`config.mk`:
```
export PLATFORM = sky130hd
export DESIGN_NAME = issue_scheduler
export DESIGN_NICKNAME = d
export VERILOG_FILES = /design/src/rtl/issue_scheduler.sv
export SDC_FILE = /design/constraint.sdc
export NUM_CORES = 1
export LEC_CHECK = 0
export BUFFER_PORTS_ARGS = -buffer_cell sky130_fd_sc_hd__buf_4
export CAP_MARGIN = 5
export CORE_ASPECT_RATIO = 0.9
export CORE_MARGIN = 5
export CORE_UTILIZATION = 32
export CTS_BUF_LIST = sky130_fd_sc_hd__clkbuf_8
export CTS_CLUSTER_DIAMETER = 40
export DETAILED_ROUTE_END_ITERATION = 10
export PLACE_DENSITY = 0.59
export SLEW_MARGIN = 10
export SYNTH_ARGS = -nofsm -noshare
export SYNTH_HDL_FRONTEND = slang
export SYNTH_SLANG_ARGS = --single-unit
```
`constraint.sdc`:
```
create_clock -name clk_in -period 3.5 [get_ports clk_in]
set_clock_uncertainty 0.05 [all_clocks]
set_input_delay 0.875 -clock clk_in [delete_from_list [all_inputs] [get_ports clk_in]]
set_output_delay 0.875 -clock clk_in [all_outputs]
set_load 0.02 [all_outputs]
```
`src/rtl/issue_scheduler.sv`:
```
// In-order issue scheduler: allocates ROB tags and tracks ROB, RS and LSB occupancy.
// Optional sticky underflow flag sched_err is built only when ISSUE_SCHED_ERR_EN is defined.
module issue_scheduler #(
    parameter int ROB_WIDTH = 4,
    parameter int ROB_SIZE  = 16,
    parameter int RS_SIZE   = 8,
    parameter int LSB_SIZE  = 8,
    parameter int RS_W      = $clog2(RS_SIZE + 1),
    parameter int LSB_W     = $clog2(LSB_SIZE + 1)
) (
    input  logic                 clk_in,
    input  logic                 rst_in,
    input  logic                 rdy_in,
    input  logic                 clear,
    input  logic                 if_valid,
    input  logic                 if_is_mem,
    output logic                 if_ready,
    output logic                 dec_issue,
    output logic [ROB_WIDTH-1:0] dec_tag,
    input  logic                 rob_commit,
    input  logic                 rs_free,
    input  logic                 lsb_free,
    output logic [ROB_WIDTH:0]   rob_count,
    output logic [RS_W-1:0]      rs_cnt,
    output logic [LSB_W-1:0]     lsb_cnt,
    output logic                 stall,
`ifdef ISSUE_SCHED_ERR_EN
    output logic                 sched_err,
`endif
    output logic [1:0]           state_dbg
);

    typedef enum logic [1:0] {RUN = 2'd0, STALL = 2'd1, FLUSH = 2'd2} state_t;

    localparam logic [ROB_WIDTH:0] ROB_FULL = (ROB_WIDTH + 1)'(ROB_SIZE);
    localparam logic [RS_W-1:0]    RS_FULL  = RS_W'(RS_SIZE);
    localparam logic [LSB_W-1:0]   LSB_FULL = LSB_W'(LSB_SIZE);

    state_t                 state;
    logic                   flush_cnt;
    logic [ROB_WIDTH-1:0]   tail;
    logic                   accept;
    logic                   rob_rel, rs_rel, lsb_rel;
    logic                   rs_inc, lsb_inc;
    logic [ROB_WIDTH:0]     rob_next;
    logic [RS_W-1:0]        rs_next;
    logic [LSB_W-1:0]       lsb_next;

    // Handshake: an instruction transfers in any cycle where if_valid && if_ready;
    // if_valid may drop without a transfer and if_ready carries no memory of it.
    assign if_ready = rdy_in && !clear && (state != FLUSH) && (rob_count < ROB_FULL) &&
                      (if_is_mem ? (lsb_cnt < LSB_FULL) : (rs_cnt < RS_FULL));
    assign accept   = if_valid && if_ready;
    assign state_dbg = state;

    // Releases against an empty counter are dropped so the counters never wrap below zero.
    assign rob_rel = rob_commit && (rob_count != '0);
    assign rs_rel  = rs_free && (rs_cnt != '0);
    assign lsb_rel = lsb_free && (lsb_cnt != '0);
    assign rs_inc  = accept && !if_is_mem;
    assign lsb_inc = accept && if_is_mem;

    always_comb begin
        rob_next = rob_count;
        rs_next  = rs_cnt;
        lsb_next = lsb_cnt;
        if (accept && !rob_rel)      rob_next = rob_count + (ROB_WIDTH + 1)'(1);
        else if (!accept && rob_rel) rob_next = rob_count - (ROB_WIDTH + 1)'(1);
        if (rs_inc && !rs_rel)       rs_next = rs_cnt + RS_W'(1);
        else if (!rs_inc && rs_rel)  rs_next = rs_cnt - RS_W'(1);
        if (lsb_inc && !lsb_rel)     lsb_next = lsb_cnt + LSB_W'(1);
        else if (!lsb_inc && lsb_rel) lsb_next = lsb_cnt - LSB_W'(1);
    end

    always_ff @(posedge clk_in or negedge rst_in) begin
        if (!rst_in) begin
            state     <= RUN;
            flush_cnt <= 1'b0;
            tail      <= '0;
            rob_count <= '0;
            rs_cnt    <= '0;
            lsb_cnt   <= '0;
            dec_issue <= 1'b0;
            dec_tag   <= '0;
            stall     <= 1'b0;
        end else if (!rdy_in) begin
            dec_issue <= 1'b0;
        end else if (clear) begin
            state     <= FLUSH;
            flush_cnt <= 1'b0;
            tail      <= '0;
            rob_count <= '0;
            rs_cnt    <= '0;
            lsb_cnt   <= '0;
            dec_issue <= 1'b0;
            stall     <= 1'b0;
        end else begin
            dec_issue <= accept;
            if (accept) begin
                dec_tag <= tail;
                tail    <= tail + ROB_WIDTH'(1);
            end
            rob_count <= rob_next;
            rs_cnt    <= rs_next;
            lsb_cnt   <= lsb_next;
            case (state)
                RUN: begin
                    if (if_valid && !if_ready) begin
                        state <= STALL;
                        stall <= 1'b1;
                    end
                end
                STALL: begin
                    if (if_ready || !if_valid) begin
                        state <= RUN;
                        stall <= 1'b0;
                    end
                end
                FLUSH: begin
                    // flush_cnt marks the second FLUSH cycle; leave after it.
                    if (flush_cnt) begin
                        state     <= RUN;
                        flush_cnt <= 1'b0;
                    end else begin
                        flush_cnt <= 1'b1;
                    end
                end
                default: begin
                    state <= RUN;
                    stall <= 1'b0;
                end
            endcase
        end
    end

`ifdef ISSUE_SCHED_ERR_EN
    always_ff @(posedge clk_in or negedge rst_in) begin
        if (!rst_in) begin
            sched_err <= 1'b0;
        end else if (rdy_in && !clear &&
                     ((rob_commit && rob_count == '0) ||
                      (rs_free && rs_cnt == '0) ||
                      (lsb_free && lsb_cnt == '0))) begin
            sched_err <= 1'b1;
        end
    end
`endif

endmodule
```
==> results of run 1 <==
## power breakdown
part	total (uW)	internal, uW	switching (uW)
Sequential	549	389	160
Combinational	876	421	455
Clock	203	101	103
Total	1630	911	717
## routing by layer
metal	vias to the layer above	share of wire
met5	-	0
met4	0	0.0085
met3	4	0.042
met2	21	0.47
met1	697	0.48
li1	697	-
## kinds of logic after synthesis
logic type	after synthesis	synth area share
and+or+nand+nor	52	0.2012
AOI/OAI and AO/OA	43	0.1978
DFF	26	0.3596
buffers and inverters	20	0.04425
adders and majority gates	12	0.09544
xor gates and xnor gates	9	0.04772
muxes	9	0.05394
## final cells by class
type,instances,share of cell area
inverter,13,0.02243
multi-input combinational,125,0.4957
timing repair buffer,34,0.1173
clock buffer,4,0.02530
tap,70,0.04025
sequential,26,0.2990
## synthesized netlist by cell type, types with 2 or more instances
master | instances | area [sq um]
sky130_fd_sc_hd__dfrtp_1 | 26 | 650.6
sky130_fd_sc_hd__inv_1 | 12 | 45.04
sky130_fd_sc_hd__nand2b_1 | 10 | 62.56
sky130_fd_sc_hd__nand3b_1 | 10 | 75.07
sky130_fd_sc_hd__a21oi_1 | 9 | 45.04
sky130_fd_sc_hd__ha_1 | 9 | 112.6
sky130_fd_sc_hd__o311ai_1 | 8 | 70.07
sky130_fd_sc_hd__nand3_1 | 6 | 30.03
sky130_fd_sc_hd__xnor2_1 | 5 | 43.79
sky130_fd_sc_hd__a22o_1 | 4 | 35.03
sky130_fd_sc_hd__clkbuf_1 | 4 | 15.01
sky130_fd_sc_hd__mux2_1 | 4 | 45.04
sky130_fd_sc_hd__a21o_1 | 3 | 22.52
sky130_fd_sc_hd__fa_1 | 3 | 60.06
sky130_fd_sc_hd__mux2i_1 | 3 | 30.03
sky130_fd_sc_hd__nand2_1 | 3 | 11.26
sky130_fd_sc_hd__o21ai_0 | 3 | 15.01
sky130_fd_sc_hd__o22ai_1 | 3 | 18.77
sky130_fd_sc_hd__xor2_1 | 3 | 26.28
sky130_fd_sc_hd__a21boi_0 | 2 | 15.01
sky130_fd_sc_hd__a2bb2oi_1 | 2 | 17.52
sky130_fd_sc_hd__and3b_1 | 2 | 17.52
sky130_fd_sc_hd__mux2_2 | 2 | 22.52
sky130_fd_sc_hd__nand4_1 | 2 | 12.51
sky130_fd_sc_hd__nor2_1 | 2 | 7.510
sky130_fd_sc_hd__nor2b_1 | 2 | 12.51
sky130_fd_sc_hd__nor4_2 | 2 | 25.02
sky130_fd_sc_hd__o211ai_1 | 2 | 15.01
sky130_fd_sc_hd__o41ai_4 | 2 | 55.05
sky130_fd_sc_hd__or3_1 | 2 | 12.51
## stage by stage
step,util,instances,worst slack (ns),instance area (sq um),hold slack [ns]
final,0.3889,272,0.5610,2176,0.4391
after floorplan,-,171,0.1989,1809,0.4384
after global routing,0.3889,272,0.3418,2176,0.4618
after global placement,0.3790,268,0.3368,2121,0.4246
after CTS,0.3889,272,0.5748,2176,0.4513
after detailed placement,0.3790,268,0.2729,2121,0.4281
## sequential cells by signal, indices dropped and copies added (netlist names), 2 cells and up
signal	count
dec_tag	4
lsb_cnt	4
rob_count	5
rs_cnt	4
state_dbg	2
tail	4
## cells in the final DEF, fill, tap and decap left out, types with 2 or more instances in the layout
cell type                   instances
sky130_fd_sc_hd__nand3_1            6
sky130_fd_sc_hd__nand2b_1          10
sky130_fd_sc_hd__a21oi_1            9
sky130_fd_sc_hd__buf_4             34
sky130_fd_sc_hd__xnor2_1            5
sky130_fd_sc_hd__or3_1              2
sky130_fd_sc_hd__o41ai_4            2
sky130_fd_sc_hd__a22o_1             4
sky130_fd_sc_hd__a21boi_0           2
sky130_fd_sc_hd__inv_1             12
sky130_fd_sc_hd__ha_1               9
sky130_fd_sc_hd__nand4_1            2
sky130_fd_sc_hd__o211ai_1           2
sky130_fd_sc_hd__fa_1               3
sky130_fd_sc_hd__mux2_1             4
sky130_fd_sc_hd__nor4_2             2
sky130_fd_sc_hd__nor2_1             2
sky130_fd_sc_hd__and3b_1            2
sky130_fd_sc_hd__xor2_1             3
sky130_fd_sc_hd__nand2_1            3
sky130_fd_sc_hd__o21ai_0            3
sky130_fd_sc_hd__a21o_1             3
sky130_fd_sc_hd__mux2_2             2
sky130_fd_sc_hd__mux2i_1            3
sky130_fd_sc_hd__nand3b_1          10
sky130_fd_sc_hd__o22ai_1            3
sky130_fd_sc_hd__o311ai_1           8
sky130_fd_sc_hd__nor2b_1            2
sky130_fd_sc_hd__a2bb2oi_1          2
sky130_fd_sc_hd__dfrtp_1           26
sky130_fd_sc_hd__clkbuf_8           4
## worst min-delay path by stage
| stage | startpoint | cells past startpoint | end | slack, ns |
|---|---|---|---|---|
| floorplan | tail[3] | 1 | dec_tag[3] | 0.44 |
| global placement | dec_tag[1] | 1 | dec_tag[1] | 0.42 |
| detailed placement | dec_tag[1] | 1 | dec_tag[1] | 0.43 |
| CTS | rst_in | 1 | rs_cnt[2] | 0.45 |
| global route | rst_in | 1 | rs_cnt[2] | 0.46 |
| finish | rst_in | 1 | rs_cnt[2] | 0.44 |
## worst max-delay path, cell delays in order
cell and delay [ns]:
sky130_fd_sc_hd__buf_4 0.12, sky130_fd_sc_hd__mux2_2 0.38, sky130_fd_sc_hd__nor4_2 0.27, sky130_fd_sc_hd__nand2_1 0.20, sky130_fd_sc_hd__fa_1 0.45, sky130_fd_sc_hd__a21o_1 0.19
sky130_fd_sc_hd__a21oi_1 0.24, sky130_fd_sc_hd__a21o_1 0.16, sky130_fd_sc_hd__nand2_1 0.05, sky130_fd_sc_hd__o2bb2ai_1 0.13
==> impl_metrics.json, run 1 <==
{
  "power-per-cell-area_mw_per_mm2": 748.6,
  "final.setup.tns_ns": 0,
  "run_status": "finished, final reports clean",
  "cts.sink_count": 26,
  "ys_ff_latch": 26,
  "fin_crit_ns": 2.939,
  "synth_sequential_area_ratio": 0.3596,
  "global_route.usage.met3": 0.02231,
  "post_synth_inst_count": 171,
  "cts-root-to-sink-buffers": 2,
  "r2r_cells": 9,
  "vdd_drop_max_mv": 0.4223,
  "reg2reg_slack_ns": 0.67,
  "core_area_sq_mm": 0.005595,
  "finalSetupViolations": 0,
  "grt_setup_unrepaired": "false",
  "groute.usage.overall": 0.1185,
  "grt_max_degree": 27,
  "initial_antenna_violation_count": 0,
  "cts_repair_resize_count": 0,
  "cts_made_buffers": 3,
  "hold_path.class": "input port to async pin",
  "grt-busiest-layer": "met2",
  "cts-root-buf": "sky130_fd_sc_hd__clkbuf_8",
  "design.portCount": 31,
  "routability_congestion_estimate": 0.8295,
  "postSynth.asyncResetShare": 1.000,
  "cts.htree.levels": 1,
  "final_net_count": 224,
  "die-width_microns": 89.26,
  "yosys_most_used_dff": "sky130_fd_sc_hd__dfrtp_1",
  "die-height_microns": 81.34,
  "yosys_warns": 0,
  "ff_latch_area_sq_um": 650.6,
  "multiInputGateArea_sq_mm": 0.001079,
  "post-layout-total-power_uw": 1629,
  "layout-area-overhead-vs-synth_pct": 20.26,
  "floorplan.die_area_sq_mm": 0.007260,
  "timing.rr.start": "rob_count[0]",
  "startpoint": "if_is_mem",
  "initial_standard_cell_utilization_of_the_core": 0.3233,
  "crit_required_ns": 3.62,
  "clk-insertion-delay-late_ns": 0.28,
  "tightest_slew_ns": 0.4408,
  "cp.arrival_ns": 3.06,
  "via_count": 1419,
  "hpwl_microns": 2954,
  "grt_util_met2": 0.1870,
  "met1_usage": 0.1646,
  "drive_above_1_share": 0.2475,
  "routed_wl_microns": 3998,
  "viasPerCell": 5.217,
  "drt_iter0_drc": 66,
  "gr-total-overflow": 0,
  "placement.io_buffers": 30,
  "p_leak_uw": 0.001002,
  "hold_viol_final": 0,
  "cts_tree": "done",
  "worst_slew_margin_relative_to_its_limit": 0.7040,
  "r2r_end": "rob_count[4]",
  "synth_fp_nets": 192,
  "crit_path_end_kind": "flop",
  "worst-path-max-fanout": 6,
  "crit_path_end": "rob_count[4]",
  "first_global_vias": 1383,
  "post-cts-setup-buffer-count": 0,
  "synth.avg_cell_area_sq_um": 10.58,
  "filler_cell_count": 576,
  "placement_rows": 26,
  "cts_hold_buf": 0,
  "synth.lib_cells_used.distinct": 51,
  "drv.max_cap_violation_count": 0,
  "critical_path.startpoint_type": "input port",
  "timing_worst_setup_path_type": "input port to flop",
  "clk_pin_slew_worst_paths_ns": 0.10,
  "route.detailed.wl_per_inst_microns": 14.70,
  "report.final.slew_viol_count": 0,
  "first_pass_grt_wire_length_microns": 6734,
  "synthesis.area_sq_mm": 0.001809,
  "antennaDiodeCount": 0,
  "route.antenna.remaining_nets": 0,
  "fmax_ghz": 0.3403,
  "final_cycle_utilization_of_the_critical_path": 0.8397,
  "drt_pass1_iterations": 4,
  "synth_edf_count": 0,
  "drc_errors": 0
}
Note: power is estimated with default switching activity, not from simulation.
==> inputs of run 2 (changes only) <==
ABC_AREA = 1   (was unset)
PLACE_DENSITY = 0.62   (was 0.59)
clock period = 2.4 ns   (was 3.5 ns; I/O delays follow)
==> impl_metrics.json, run 2 <==
{
  "first_pass_grt_wire_length_microns": 6644,
  "synth.lib_cells_used.distinct": 29,
  "run_status": "finished, final reports clean",
  "grt_max_degree": 27,
  "via_count": 1483,
  "largest_register_ffs": 5,
  "initial_standard_cell_utilization_of_the_core": 0.3251,
  "crit_path_cell_trace": "inv_1 -> nand3_4 -> nor2_8 -> nand4_4 -> ha_4 -> a21oi_1 -> nand2_1 -> or2_2 -> nand2_1 -> inv_1 -> nand2_1 -> nand2_1 -> nand2_1 -> nand2_1",
  "synth_fp_nets": 238,
  "share_of_the_synthesized_area_in_the_top_cell_type": 0.3855,
  "net-switching-power_uw": 1213,
  "drive_above_1_share": 0.2575,
  "clk_pin_slew_worst_paths_ns": 0.10,
  "cts_hold_buf": 0,
  "power-per-cell-area_mw_per_mm2": 1223,
  "cts-root-buf": "sky130_fd_sc_hd__clkbuf_8",
  "post-layout-total-power_uw": 2729,
  "pre_cts_ws_ns": -0.05357,
  "sequential_fraction_of_design_power": 0.281,
  "cp.arrival_ns": 2.33,
  "grt_setup_unrepaired": "false",
  "synth.avg_cell_area_sq_um": 7.778,
  "initial_antenna_violation_count": 0,
  "post-synth-top-area-cell": "sky130_fd_sc_hd__dfrtp_1",
  "pwr-share-comb": 0.583,
  "hold_path.class": "input port to async pin",
  "drt_pass1_iterations": 4,
  "cts-root-to-sink-buffers": 2,
  "groute.usage.overall": 0.1184,
  "crit_path_end_kind": "flop",
  "timing_worst_setup_path_type": "flop to flop",
  "layout-area-overhead-vs-synth_pct": 32.25,
  "worst_slew_margin_relative_to_its_limit": 0.7595,
  "fin_ws_ns": 0.2004,
  "final.setup.tns_ns": 0,
  "synth_sequential_area_ratio": 0.3855,
  "most_common_cell_after_layout_fill_and_taps_aside": "sky130_fd_sc_hd__nand2_1",
  "p_int_uw": 1516,
  "antennaDiodeCount": 0,
  "filler_cell_count": 540,
  "route.antenna.remaining_nets": 0,
  "finalSetupViolations": 0,
  "floorplan.die_area_sq_mm": 0.006829,
  "hpwl_microns": 2951,
  "timing.critical_path.slowest_stage_cell": "sky130_fd_sc_hd__dfrtp_1",
  "yosysMostFrequentCell": "sky130_fd_sc_hd__nand2_1",
  "critical_path.startpoint_type": "flop",
  "p_clk_frac": 0.137,
  "viasPerCell": 4.427,
  "first_global_vias": 1449,
  "placement_rows": 25,
  "final_cycle_utilization_of_the_critical_path": 0.9165,
  "clk-insertion-delay-late_ns": 0.28,
  "p_leak_uw": 0.001226,
  "worst_path_most_repeated_cell": "sky130_fd_sc_hd__nand2_1",
  "cts_made_buffers": 3,
  "sw_frac_of_total": 0.4445,
  "die-width_microns": 86.56,
  "yosys_most_used_dff": "sky130_fd_sc_hd__dfrtp_1",
  "fmax_ghz": 0.4546,
  "reg2reg_slack_ns": 0.20,
  "yosys-top-cells-count": "sky130_fd_sc_hd__nand2_1, sky130_fd_sc_hd__inv_1, sky130_fd_sc_hd__dfrtp_1, sky130_fd_sc_hd__nand3_1, sky130_fd_sc_hd__ha_1",
  "worst-path-max-fanout": 6,
  "timing.critical_path.slowest_cell_delay_ns": 0.44,
  "tightest_slew_ns": 0.3607,
  "vdd_drop_max_mv": 0.6170,
  "multiInputGateArea_sq_um": 940.9,
  "core_area_sq_mm": 0.005192,
  "drt_iter0_drc": 65,
  "cts.sink_count": 26,
  "post_synth_inst_count": 217,
  "post_dp_cell_area_sq_mm": 0.002135,
  "routability_congestion_estimate": 0.8168,
  "crit_required_ns": 2.53,
  "postSynth.asyncResetShare": 1.000,
  "cts.htree.levels": 1,
  "drc_errors": 0,
  "synth_edf_count": 0,
  "final_net_count": 290,
  "cts_tree": "done",
  "layout.cells.most_common_list": "sky130_fd_sc_hd__nand2_1, sky130_fd_sc_hd__buf_4, sky130_fd_sc_hd__inv_1, sky130_fd_sc_hd__dfrtp_1, sky130_fd_sc_hd__nand3_1",
  "numPlacedInstances": 329,
  "routed_wl_microns": 3762,
  "ff_latch_area_sq_um": 650.6,
  "die-height_microns": 78.90,
  "gr-total-overflow": 0,
  "postLayoutCellArea_sq_mm": 0.002232,
  "synthesis.area_sq_mm": 0.001688,
  "fin_cells": 335,
  "synth_top_cells_by_area": "sky130_fd_sc_hd__dfrtp_1, sky130_fd_sc_hd__nand2_1, sky130_fd_sc_hd__ha_1",
  "placement.io_buffers": 30,
  "drv.max_cap_violation_count": 0,
  "largest-register": "rob_count",
  "design.portCount": 31,
  "hold_viol_final": 0,
  "fin_crit_ns": 2.200,
  "yosys_warns": 0,
  "route.detailed.wl_per_inst_microns": 11.23,
  "ys_ff_latch": 26,
  "report.final.slew_viol_count": 0
}
run 2: cell types whose count changed in the layout (fill, tap and decap cells not counted), moves of 3 or more:
cell and delta:
sky130_fd_sc_hd__nand2_1 +80, sky130_fd_sc_hd__nor2_1 +6, sky130_fd_sc_hd__a21oi_1 -3, sky130_fd_sc_hd__inv_1 +15, sky130_fd_sc_hd__a21o_1 -3, sky130_fd_sc_hd__o21ai_0 +3, sky130_fd_sc_hd__mux2_1 -4, sky130_fd_sc_hd__nand2b_1 -10
sky130_fd_sc_hd__nand3b_1 -10, sky130_fd_sc_hd__buf_4 +15, sky130_fd_sc_hd__nand3_1 +12, sky130_fd_sc_hd__o311ai_1 -8, sky130_fd_sc_hd__a22o_1 -4
run 2: stage by stage:
stage / hold slack [ns] / util
detailed placement: 0.4214 / 0.4111
floorplan: 0.2544 / -
global placement: 0.4124 / 0.4111
CTS: 0.1804 / 0.4248
finish: 0.1722 / 0.4299
global route: 0.1980 / 0.4299
run 2: area by class of cell:
cell class,instances,share of cell area
flip-flops and latches,26,0.2915
inverters,30,0.05269
repair buffers,49,0.1648
well taps,67,0.03756
multi-input cells,159,0.4215
clock inverters,1,0.01345
clock buffers,3,0.01850
run 2: worst max-delay path, delay by kind of cell (launching register included):
kind                     cells  cell delay [ns]
AND/OR/NAND/NOR             10             1.04
flip-flops                   1             0.44
adder cells (fa/ha/maj)      1             0.24
buffers and inverters        2             0.21
AO/OA/AOI/OAI                1             0.13
run 2: power by group through the flow:
stage / clock, uW / sequential [uW] / combinational, uW
global placement: 0 / 780 / 1540
floorplan: 0 / 908 / 908
detailed placement: 0 / 775 / 1570
CTS: 387 / 769 / 1570
global route: 395 / 799 / 1810
finish: 373 / 766 / 1590
run 2: path summary, 6_finish.rpt:
check,from,to,cells after the start
max,rob_count[4],lsb_cnt[3],14
min,rst_in,rob_count[0],1
max reg2reg,rob_count[4],lsb_cnt[3],14
min reg2reg,stall,stall,2
max in group asynchronous,rst_in,state_dbg[1],1
min in group clk_in,stall,stall,2
run 2: logic make-up after synthesis:
| group | share of synthesized area |
|---|---|
| and+or+nand+nor | 0.3306 |
| buffers and inverters | 0.07561 |
| DFF | 0.3855 |
| AOI/OAI and AO/OA | 0.06894 |
| adders and majority gates | 0.1023 |
| xor gates and xnor gates | 0.03114 |
| muxes | 0.005931 |
run 2: per-layer routing:
metal | vias to the layer above | part of all wire | track usage
li1 | 783 | - | -
met4 | 0 | 0.0032 | 0.009346
met3 | 2 | 0.045 | 0.03112
met1 | 674 | 0.51 | 0.1703
met2 | 24 | 0.44 | 0.1858
met5 | - | 0 | 0
run 2: timing repair:
action | in CTS | in global routing
endpoints found under the setup margin | 0 | 3
setup buffers | 0 | 2
gates resized for setup | 0 | 2
